==> config.mk <==
export PLATFORM = sky130hd
export DESIGN_NAME = issue_queue_dslot_flat
export DESIGN_NICKNAME = d
export VERILOG_FILES = /design/src/rtl/issue_queue_dslot_pkg.sv /design/src/rtl/issue_queue_dslot_if.sv /design/src/rtl/issue_queue_dslot_storage.sv /design/src/rtl/issue_queue_dslot.sv /design/src/flat_wrapper.sv
export SDC_FILE = /design/constraint.sdc
export NUM_CORES = 2
export LEC_CHECK = 0
export CAP_MARGIN = 15
export CORE_MARGIN = 2
export CORE_UTILIZATION = 53
export CTS_CLUSTER_DIAMETER = 120
export DETAILED_ROUTE_END_ITERATION = 6
export PLACE_DENSITY = 0.77
export SYNTH_ARGS = -nofsm -noshare
export SYNTH_HDL_FRONTEND = slang
export SYNTH_HIERARCHICAL = 1
export SYNTH_SLANG_ARGS = --single-unit
==> constraint.sdc <==
create_clock -name clk -period 20.1 [get_ports clk]
set_input_delay 3.015 -clock clk [delete_from_list [all_inputs] [get_ports clk]]
set_output_delay 3.015 -clock clk [all_outputs]
set_load 0.01 [all_outputs]
==> src/rtl/issue_queue_dslot_pkg.sv <==
// Shared decode/issue types and default sizing for the in-order issue queue.
// Latency: n/a (types and constants only).
// Backpressure: n/a.
package issue_queue_dslot_pkg;

  // Default geometry of the decode-to-issue queue.
  localparam int IQ_DEPTH = 8;
  localparam int IQ_ENQ_W = 2;
  localparam int IQ_DEQ_W = 2;

  // Packed decode payload handed from decode to issue.
  typedef struct packed {
    logic [31:0]  pc;
    logic [31:0]  instr;
    logic [191:0] ctrl;
  } decode_payload_t;

  localparam int IQ_ENTRY_W = $bits(decode_payload_t);

  // One queue slot: payload plus its delay-slot tag (tag in the LSB).
  typedef struct packed {
    decode_payload_t payload;
    logic            dslot;
  } iq_entry_t;

endpackage

==> src/rtl/issue_queue_dslot_if.sv <==
// Decode/issue handshake bundle for the issue queue.
// Latency: n/a (wiring only).
// Backpressure: enq_ready is all-or-nothing for the offered lanes; issue consumes via deq_cnt.
interface issue_queue_dslot_if
  import issue_queue_dslot_pkg::*;
#(
  parameter int DEPTH   = IQ_DEPTH,
  parameter int ENQ_W   = IQ_ENQ_W,
  parameter int DEQ_W   = IQ_DEQ_W,
  parameter int ENTRY_W = IQ_ENTRY_W
);
  localparam int EC_W  = $clog2(ENQ_W + 1);
  localparam int DC_W  = $clog2(DEQ_W + 1);
  localparam int CNT_W = $clog2(DEPTH + 1);

  logic                            flush;
  logic                            flush_keep_head;
  logic [EC_W-1:0]                 enq_cnt;
  logic [ENQ_W-1:0][ENTRY_W-1:0]   enq_data;
  logic [ENQ_W-1:0]                enq_bj;
  logic                            enq_ready;
  logic [DEQ_W-1:0]                deq_valid;
  logic [DEQ_W-1:0][ENTRY_W-1:0]   deq_data;
  logic [DEQ_W-1:0]                deq_dslot;
  logic [DC_W-1:0]                 deq_cnt;
  logic [CNT_W-1:0]                count;
  logic                            empty;

  // Decode/issue side drives the offer, the consume count and the flush.
  modport master (
    output flush, flush_keep_head, enq_cnt, enq_data, enq_bj, deq_cnt,
    input  enq_ready, deq_valid, deq_data, deq_dslot, count, empty
  );

  // The queue itself.
  modport slave (
    input  flush, flush_keep_head, enq_cnt, enq_data, enq_bj, deq_cnt,
    output enq_ready, deq_valid, deq_data, deq_dslot, count, empty
  );

endinterface

==> src/rtl/issue_queue_dslot_storage.sv <==
// Entry array for the issue queue: ENQ_W write ports, DEQ_W combinational read ports.
// Latency: write visible on the read ports the cycle after the write edge.
// Backpressure: none; the caller guarantees writes only target free slots.
module iq_storage #(
  parameter int DEPTH   = 8,
  parameter int ENQ_W   = 2,
  parameter int DEQ_W   = 2,
  parameter int ENTRY_W = 256,
  parameter int PTR_W   = $clog2(DEPTH)
) (
  input  logic                            clk,
  input  logic [ENQ_W-1:0]                i_wr_en,
  input  logic [ENQ_W-1:0][PTR_W-1:0]     i_wr_addr,
  input  logic [ENQ_W-1:0][ENTRY_W:0]     i_wr_dat,
  input  logic [DEQ_W-1:0][PTR_W-1:0]     i_rd_addr,
  output logic [DEQ_W-1:0][ENTRY_W:0]     o_rd_dat
);

  logic [ENTRY_W:0] r_mem [DEPTH];

  // Lane writes; accepted lanes always target distinct free slots, and contents need no reset.
  always_ff @(posedge clk) begin
    for (int i = 0; i < ENQ_W; i++) begin
      if (i_wr_en[i]) r_mem[i_wr_addr[i]] <= i_wr_dat[i];
    end
  end

  for (genvar j = 0; j < DEQ_W; j++) begin : g_rd
    assign o_rd_dat[j] = r_mem[i_rd_addr[j]];
  end

endmodule

==> src/rtl/issue_queue_dslot.sv <==
// In-order decode-to-issue queue that tags each entry with its branch delay-slot status.
// Latency: an enqueued entry is visible to issue on the following cycle.
// Backpressure: enq_ready (from start-of-cycle occupancy) accepts all offered lanes or none.
module issue_queue_dslot
  import issue_queue_dslot_pkg::*;
#(
  parameter int DEPTH   = IQ_DEPTH,
  parameter int ENQ_W   = IQ_ENQ_W,
  parameter int DEQ_W   = IQ_DEQ_W,
  parameter int ENTRY_W = IQ_ENTRY_W
) (
  input  logic               clk,
  input  logic               reset,
  issue_queue_dslot_if.slave iq
);

  localparam int PTR_W = $clog2(DEPTH);
  localparam int CNT_W = $clog2(DEPTH + 1);
  localparam int EC_W  = $clog2(ENQ_W + 1);

  if (DEPTH < 2 || (DEPTH & (DEPTH - 1)) != 0 || DEPTH < ENQ_W || DEPTH < DEQ_W) begin : g_bad_depth
    $error("issue_queue_dslot: DEPTH must be a power of two and at least max(ENQ_W, DEQ_W)");
  end

  logic [PTR_W-1:0] r_head;
  logic [PTR_W-1:0] r_tail;
  logic [CNT_W-1:0] r_count;
  logic             r_last_bj;

  logic             w_enq_ready;
  logic             w_enq_fire;
  logic [CNT_W-1:0] w_enq_n;
  logic [CNT_W-1:0] w_deq_req;
  logic [CNT_W-1:0] w_deq_eff;
  logic             w_keep;
  logic             w_last_bj_nxt;

  logic [ENQ_W-1:0]              w_wr_en;
  logic [ENQ_W-1:0][PTR_W-1:0]   w_wr_addr;
  logic [ENQ_W-1:0][ENTRY_W:0]   w_wr_dat;
  logic [DEQ_W-1:0][PTR_W-1:0]   w_rd_addr;
  logic [DEQ_W-1:0][ENTRY_W:0]   w_rd_dat;

  // Room for a full-width offer, judged only on start-of-cycle occupancy.
  assign w_enq_ready = (r_count <= CNT_W'(DEPTH - ENQ_W));
  assign w_enq_fire  = w_enq_ready && (iq.enq_cnt != '0) && !iq.flush;
  assign w_enq_n     = w_enq_fire ? CNT_W'(iq.enq_cnt) : '0;

  // Issue may ask for more than is valid; clamp so the head never passes the tail.
  assign w_deq_req = CNT_W'(iq.deq_cnt);
  assign w_deq_eff = iq.flush ? '0 : ((w_deq_req > r_count) ? r_count : w_deq_req);

  // A keep-head flush only preserves something when the head is actually valid.
  assign w_keep = iq.flush_keep_head && (r_count != '0);

  // Lane 0 inherits the branch seen at the end of the previous accepted offer;
  // later lanes inherit from the lane just before them.
  for (genvar i = 0; i < ENQ_W; i++) begin : g_wr
    assign w_wr_en[i]   = w_enq_fire && (EC_W'(i) < iq.enq_cnt);
    assign w_wr_addr[i] = r_tail + PTR_W'(i);
    if (i == 0) begin : g_lane0
      assign w_wr_dat[i] = {iq.enq_data[i], r_last_bj};
    end else begin : g_laneN
      assign w_wr_dat[i] = {iq.enq_data[i], iq.enq_bj[i-1]};
    end
  end

  // Branch status of the youngest offered lane, carried into the next offer.
  always_comb begin
    w_last_bj_nxt = r_last_bj;
    for (int i = 0; i < ENQ_W; i++) begin
      if (iq.enq_cnt == EC_W'(i + 1)) w_last_bj_nxt = iq.enq_bj[i];
    end
  end

  // Pointer, occupancy and branch-history state; flush overrides enqueue and dequeue.
  always_ff @(posedge clk or posedge reset) begin
    if (reset) begin
      r_head    <= '0;
      r_tail    <= '0;
      r_count   <= '0;
      r_last_bj <= 1'b0;
    end else if (iq.flush) begin
      r_last_bj <= 1'b0;
      if (w_keep) begin
        r_count <= CNT_W'(1);
        r_tail  <= r_head + PTR_W'(1);
      end else begin
        r_count <= '0;
        r_tail  <= r_head;
      end
    end else begin
      r_head  <= r_head + PTR_W'(w_deq_eff);
      r_tail  <= r_tail + PTR_W'(w_enq_n);
      r_count <= r_count + w_enq_n - w_deq_eff;
      if (w_enq_fire) r_last_bj <= w_last_bj_nxt;
    end
  end

  iq_storage #(
    .DEPTH   (DEPTH),
    .ENQ_W   (ENQ_W),
    .DEQ_W   (DEQ_W),
    .ENTRY_W (ENTRY_W),
    .PTR_W   (PTR_W)
  ) u_storage (
    .clk       (clk),
    .i_wr_en   (w_wr_en),
    .i_wr_addr (w_wr_addr),
    .i_wr_dat  (w_wr_dat),
    .i_rd_addr (w_rd_addr),
    .o_rd_dat  (w_rd_dat)
  );

  // Head-relative read lanes; the dslot tag is masked so stale storage never leaks out.
  for (genvar j = 0; j < DEQ_W; j++) begin : g_rd
    assign w_rd_addr[j]    = r_head + PTR_W'(j);
    assign iq.deq_valid[j] = (CNT_W'(j) < r_count);
    assign iq.deq_data[j]  = w_rd_dat[j][ENTRY_W:1];
    assign iq.deq_dslot[j] = iq.deq_valid[j] & w_rd_dat[j][0];
  end

  assign iq.enq_ready = w_enq_ready;
  assign iq.count     = r_count;
  assign iq.empty     = (r_count == '0);

endmodule

==> src/flat_wrapper.sv <==
// flat-port wrapper written by rule: the top's interface ports become plain ports
module issue_queue_dslot_flat import issue_queue_dslot_pkg::*;
#(
  parameter int DEPTH   = IQ_DEPTH,
  parameter int ENQ_W   = IQ_ENQ_W,
  parameter int DEQ_W   = IQ_DEQ_W,
  parameter int ENTRY_W = IQ_ENTRY_W
)
  (clk, reset, iq_flush, iq_flush_keep_head, iq_enq_cnt, iq_enq_data, iq_enq_bj, iq_deq_cnt, iq_enq_ready, iq_deq_valid, iq_deq_data, iq_deq_dslot, iq_count, iq_empty);
  issue_queue_dslot_if #(.DEPTH(DEPTH), .ENQ_W(ENQ_W), .DEQ_W(DEQ_W), .ENTRY_W(ENTRY_W)) iq_i ();
  input  logic clk;
  input  logic reset;
  input wire logic [$bits(iq_i.flush)-1:0] iq_flush;
  input wire logic [$bits(iq_i.flush_keep_head)-1:0] iq_flush_keep_head;
  input wire logic [$bits(iq_i.enq_cnt)-1:0] iq_enq_cnt;
  input wire logic [$bits(iq_i.enq_data)-1:0] iq_enq_data;
  input wire logic [$bits(iq_i.enq_bj)-1:0] iq_enq_bj;
  input wire logic [$bits(iq_i.deq_cnt)-1:0] iq_deq_cnt;
  output wire logic [$bits(iq_i.enq_ready)-1:0] iq_enq_ready;
  output wire logic [$bits(iq_i.deq_valid)-1:0] iq_deq_valid;
  output wire logic [$bits(iq_i.deq_data)-1:0] iq_deq_data;
  output wire logic [$bits(iq_i.deq_dslot)-1:0] iq_deq_dslot;
  output wire logic [$bits(iq_i.count)-1:0] iq_count;
  output wire logic [$bits(iq_i.empty)-1:0] iq_empty;
  assign iq_i.flush = iq_flush;
  assign iq_i.flush_keep_head = iq_flush_keep_head;
  assign iq_i.enq_cnt = iq_enq_cnt;
  assign iq_i.enq_data = iq_enq_data;
  assign iq_i.enq_bj = iq_enq_bj;
  assign iq_i.deq_cnt = iq_deq_cnt;
  assign iq_enq_ready = iq_i.enq_ready;
  assign iq_deq_valid = iq_i.deq_valid;
  assign iq_deq_data = iq_i.deq_data;
  assign iq_deq_dslot = iq_i.deq_dslot;
  assign iq_count = iq_i.count;
  assign iq_empty = iq_i.empty;
  issue_queue_dslot #(.DEPTH(DEPTH), .ENQ_W(ENQ_W), .DEQ_W(DEQ_W), .ENTRY_W(ENTRY_W)) u_core (.clk(clk), .reset(reset), .iq(iq_i));
endmodule
==> flow_metrics.tcl <==
set metrics [dict create \
    cp-start-kind "flop" \
    leakagePower_uw 0.0454 \
    cts_inserted_buffers 220 \
    slowest_stage "dfrtp_4" \
    cp.arrival_ns 6.78 \
    grt_pass1_vias 72800 \
    start_util 0.532 \
    pre_cts_slack_ns 11.15 \
    cts-root-buf "clkbuf_16" \
    synth.distinct_cells 43 \
    vias_per_cell 6.76 \
    setup_ws_ns 10.30 \
    dr.pass1.iters 7 \
    slowest_delay_ns 0.97 \
    cts_resized 0 \
    rows 173 \
    cts_setup_buffers 0 \
    ff2ff_path_depth 12 \
    finalMaxSlewViolations 0 \
    holdPathStages 2 \
    nFillCells 15800 \
    clock-sinks 2067 \
    coreArea_um2 222000 \
    fin_nets 7705 \
    reg2reg_slack_ns 14.09 \
    drt_wl_total_mm 367 \
    worst_pin_slew_ns 1.27 \
    path_buf_inv 5 \
    setup_viol 0 \
    hold_viol 0 \
    ys_ff_latch 2067 \
    synth.area.top_cells "edfxtp_1, mux2_2, mux4_2" \
    ys_seq_area_frac 0.525 \
    final_util 0.622 \
    power.total_uw 22500 \
    path_cells "ha_4 > xor2_4 > buf_4 > buf_4 > buf_4 > buf_4 > mux4_2 > mux2_2 > clkdlybuf4s50_1" \
    crit_family "buffers and inverters" \
    ctsHtreeMaxLevel 4 \
    area_growth_pct 16.9 \
    grt_max_degree 136 \
    ios 1044 \
    postCtsHoldBufs 0 \
    switching_share 0.371 \
    dp.final_hpwl_mm 216 \
    holdPathEnd "u_core/r_last_bj$_DFFE_PP0P_" \
    switching_power_uw 8370 \
    clockBufferDepth 3 \
    placedCellCount 9921 \
    yosys.area.top_type_share 0.522 \
    crit_path_end_kind "primary output" \
    path_max_fanout 60 \
    syn_avg_cell_area_um2 18.8 \
    status "finished clean" \
    fin_cells 10400 \
    finalSetupTns_ns 0 \
    port_buffers 1043 \
    pwr-share-clk 0.171 \
    synth_area_um2 118000 \
    grt_antenna_before_repair 134 \
    synth_edf_count 2056 \
    fmax_mhz 102 \
    drv_cap 0 \
    critical_path_required_ns 17.09 \
    cts.clk_slew.worst_paths_ns 0.06 \
    synthTopCellsByCount "mux2_2, edfxtp_1, mux4_2" \
    place_congestion 0.847 \
    async_flop_share 0.00532 \
    die_h_um 476 \
    yosysMostFrequentCell "mux2_2" \
    power_frac_seq 0.270 \
    post-route-period-util 0.487 \
    peakVddDrop_v 0.000254 \
    comb_power_share 0.559 \
    track_usage 0.318 \
    finalClockSkew_ns 0.0490 \
    regToRegEndpoint "u_core/u_storage/r_mem[6][110]$_DFFE_PP_" \
    hp-class "reg -> reg" \
    drt-initial-drc-count 6788 \
    min_from "u_core/r_last_bj$_DFFE_PP0P_" \
    powerDensity_nw_per_um2 163 \
    tritoncts "built" \
    die_width_um 476 \
    grt_first_pass_wirelength_mm 524 \
    num_vias 70300 \
    ant_nets 0 \
    syn_inst 6290 \
    synth_top_cell_by_area "edfxtp_1" \
    drc_errors 0 \
    yosys_warnings 6 \
    dieArea_um2 227000 \
    postSynthNetCount 6827 \
    worstSkewPairLatency_ns 0.86 \
    rsz0062_at_grt "no" \
    drive_above_1_share 0.549 \
    p_int_uw 14200 \
    synthFlopType "edfxtp_1" \
    r2r_start "u_core/iq.count[0]$_DFF_PP0_" \
    routedWlPerCell_um 35.3 \
    grt_overflow 0 \
    crit_top_cell "buf_4" \
    period_minus_slack_ns 9.80 \
    slew_headroom 0.153 \
    crit_type "reg -> out" \
]
==> cells by family (layout without fill, tap and decap cells) <==
group / Yosys count / in the layout / synth area share
flip-flops: 2067 / 2067 / 0.525
adder cells (fa/ha/maj): 15 / 15 / 0.00184
AO/OA/AOI/OAI: 20 / 20 / 0.00107
XOR/XNOR: 9 / 9 / 0.000667
other: 1 / 72 / 0.0000317
multiplexers: 3604 / 3604 / 0.448
AND/OR/NAND/NOR: 36 / 36 / 0.00194
buffers and inverters: 538 / 1606 / 0.0217
==> worst max path at each step <==
stage	startpoint	to	slack, ns	depth (start not counted)
floorplan	iq_flush	u_core/u_storage/r_mem[7][0]$_DFFE_PP_	-2.67	5
global placement	iq_flush	u_core/u_storage/r_mem[6][94]$_DFFE_PP_	11.15	11
detailed placement	iq_flush	u_core/u_storage/r_mem[6][98]$_DFFE_PP_	11.15	11
CTS	u_core/r_head[1]$_DFFE_PP0N_	iq_deq_data[337]	10.27	9
global route	u_core/r_head[0]$_DFFE_PP0N_	iq_deq_data[138]	10.11	7
finish	u_core/r_head[1]$_DFFE_PP0N_	iq_deq_data[337]	10.30	9
==> metal layers <==
layer / GRT usage / part of all wire / up-vias
met5: 0 / 0.0022 / -
met4: 0.130 / 0.039 / 130
met3: 0.104 / 0.11 / 716
met2: 0.498 / 0.47 / 3792
met1: 0.409 / 0.37 / 37200
li1: - / - / 28500
==> per-stage QoR <==
| step | hold slack, ns | area (µm²) |
|---|---|---|
| floorplan | 0.510 | 118000 |
| global placement | 0.715 | 131000 |
| detailed placement | 0.724 | 131000 |
| global route | 0.810 | 138000 |
| CTS | 0.734 | 138000 |
| finish | 0.731 | 138000 |
==> registers in the layout (all words and copies together), names as in the netlist <==
register	flops
u_core/u_storage/r_mem	2056
u_core/iq.count	4
u_core/r_head	3
u_core/r_tail	3
u_core/r_last_bj	1
==> worst reg2reg max path, stage by stage, from the launching register on <==
cell,delay [ns]
dfrtp_1,0.54
a31oi_1,0.21
buf_4,0.20
nor2b_1,0.23
nand2_1,0.18
inv_1,0.28
nand4b_1,0.20
buf_12,0.36
o21ai_4,0.41
buf_4,0.66
buf_4,0.74
buf_4,0.83
buf_4,0.75
==> cell usage in the layout, fill, tap and decap left out, drive strengths merged, types with 2 or more instances in the layout <==
cell / n
nor2b: 3
mux2i: 5
dfrtp: 11
buf: 134
o21bai: 2
clkdlybuf4s50: 1043
diode: 71
mux2: 2571
and2: 3
xor2: 5
nand2: 5
xnor2: 4
nand2b: 5
fa: 4
nor2: 7
nand3: 2
bufinv: 7
a211oi: 2
o21ai: 6
mux4: 1028
clkinvlp: 4
inv: 22
nor4bb: 2
clkbuf: 278
o31ai: 2
edfxtp: 2056
a21oi: 4
nand4b: 3
ha: 11
clkinv: 118
==> power groups by stage <==
stage	Combinational (µW)	Clock, µW	Sequential [µW]
after global placement	12500	0	6100
after global routing	13000	4080	6140
after CTS	12600	3910	6070
after detailed placement	12500	0	6160
final	12600	3860	6080
after floorplan	7170	0	6490
==> final cells by class <==
cell class | count | area (µm²) | share of cell area
clock inverter | 134 | 942 | 0.00682
antenna | 71 | 178 | 0.00129
clock buffer | 278 | 5790 | 0.0419
inverter | 17 | 71.3 | 0.000516
multi-input combinational | 3685 | 53800 | 0.389
tap | 2975 | 3720 | 0.0269
sequential | 2067 | 62000 | 0.449
timing repair buffer | 1177 | 11700 | 0.0844
(Power assumes the default switching activity.)
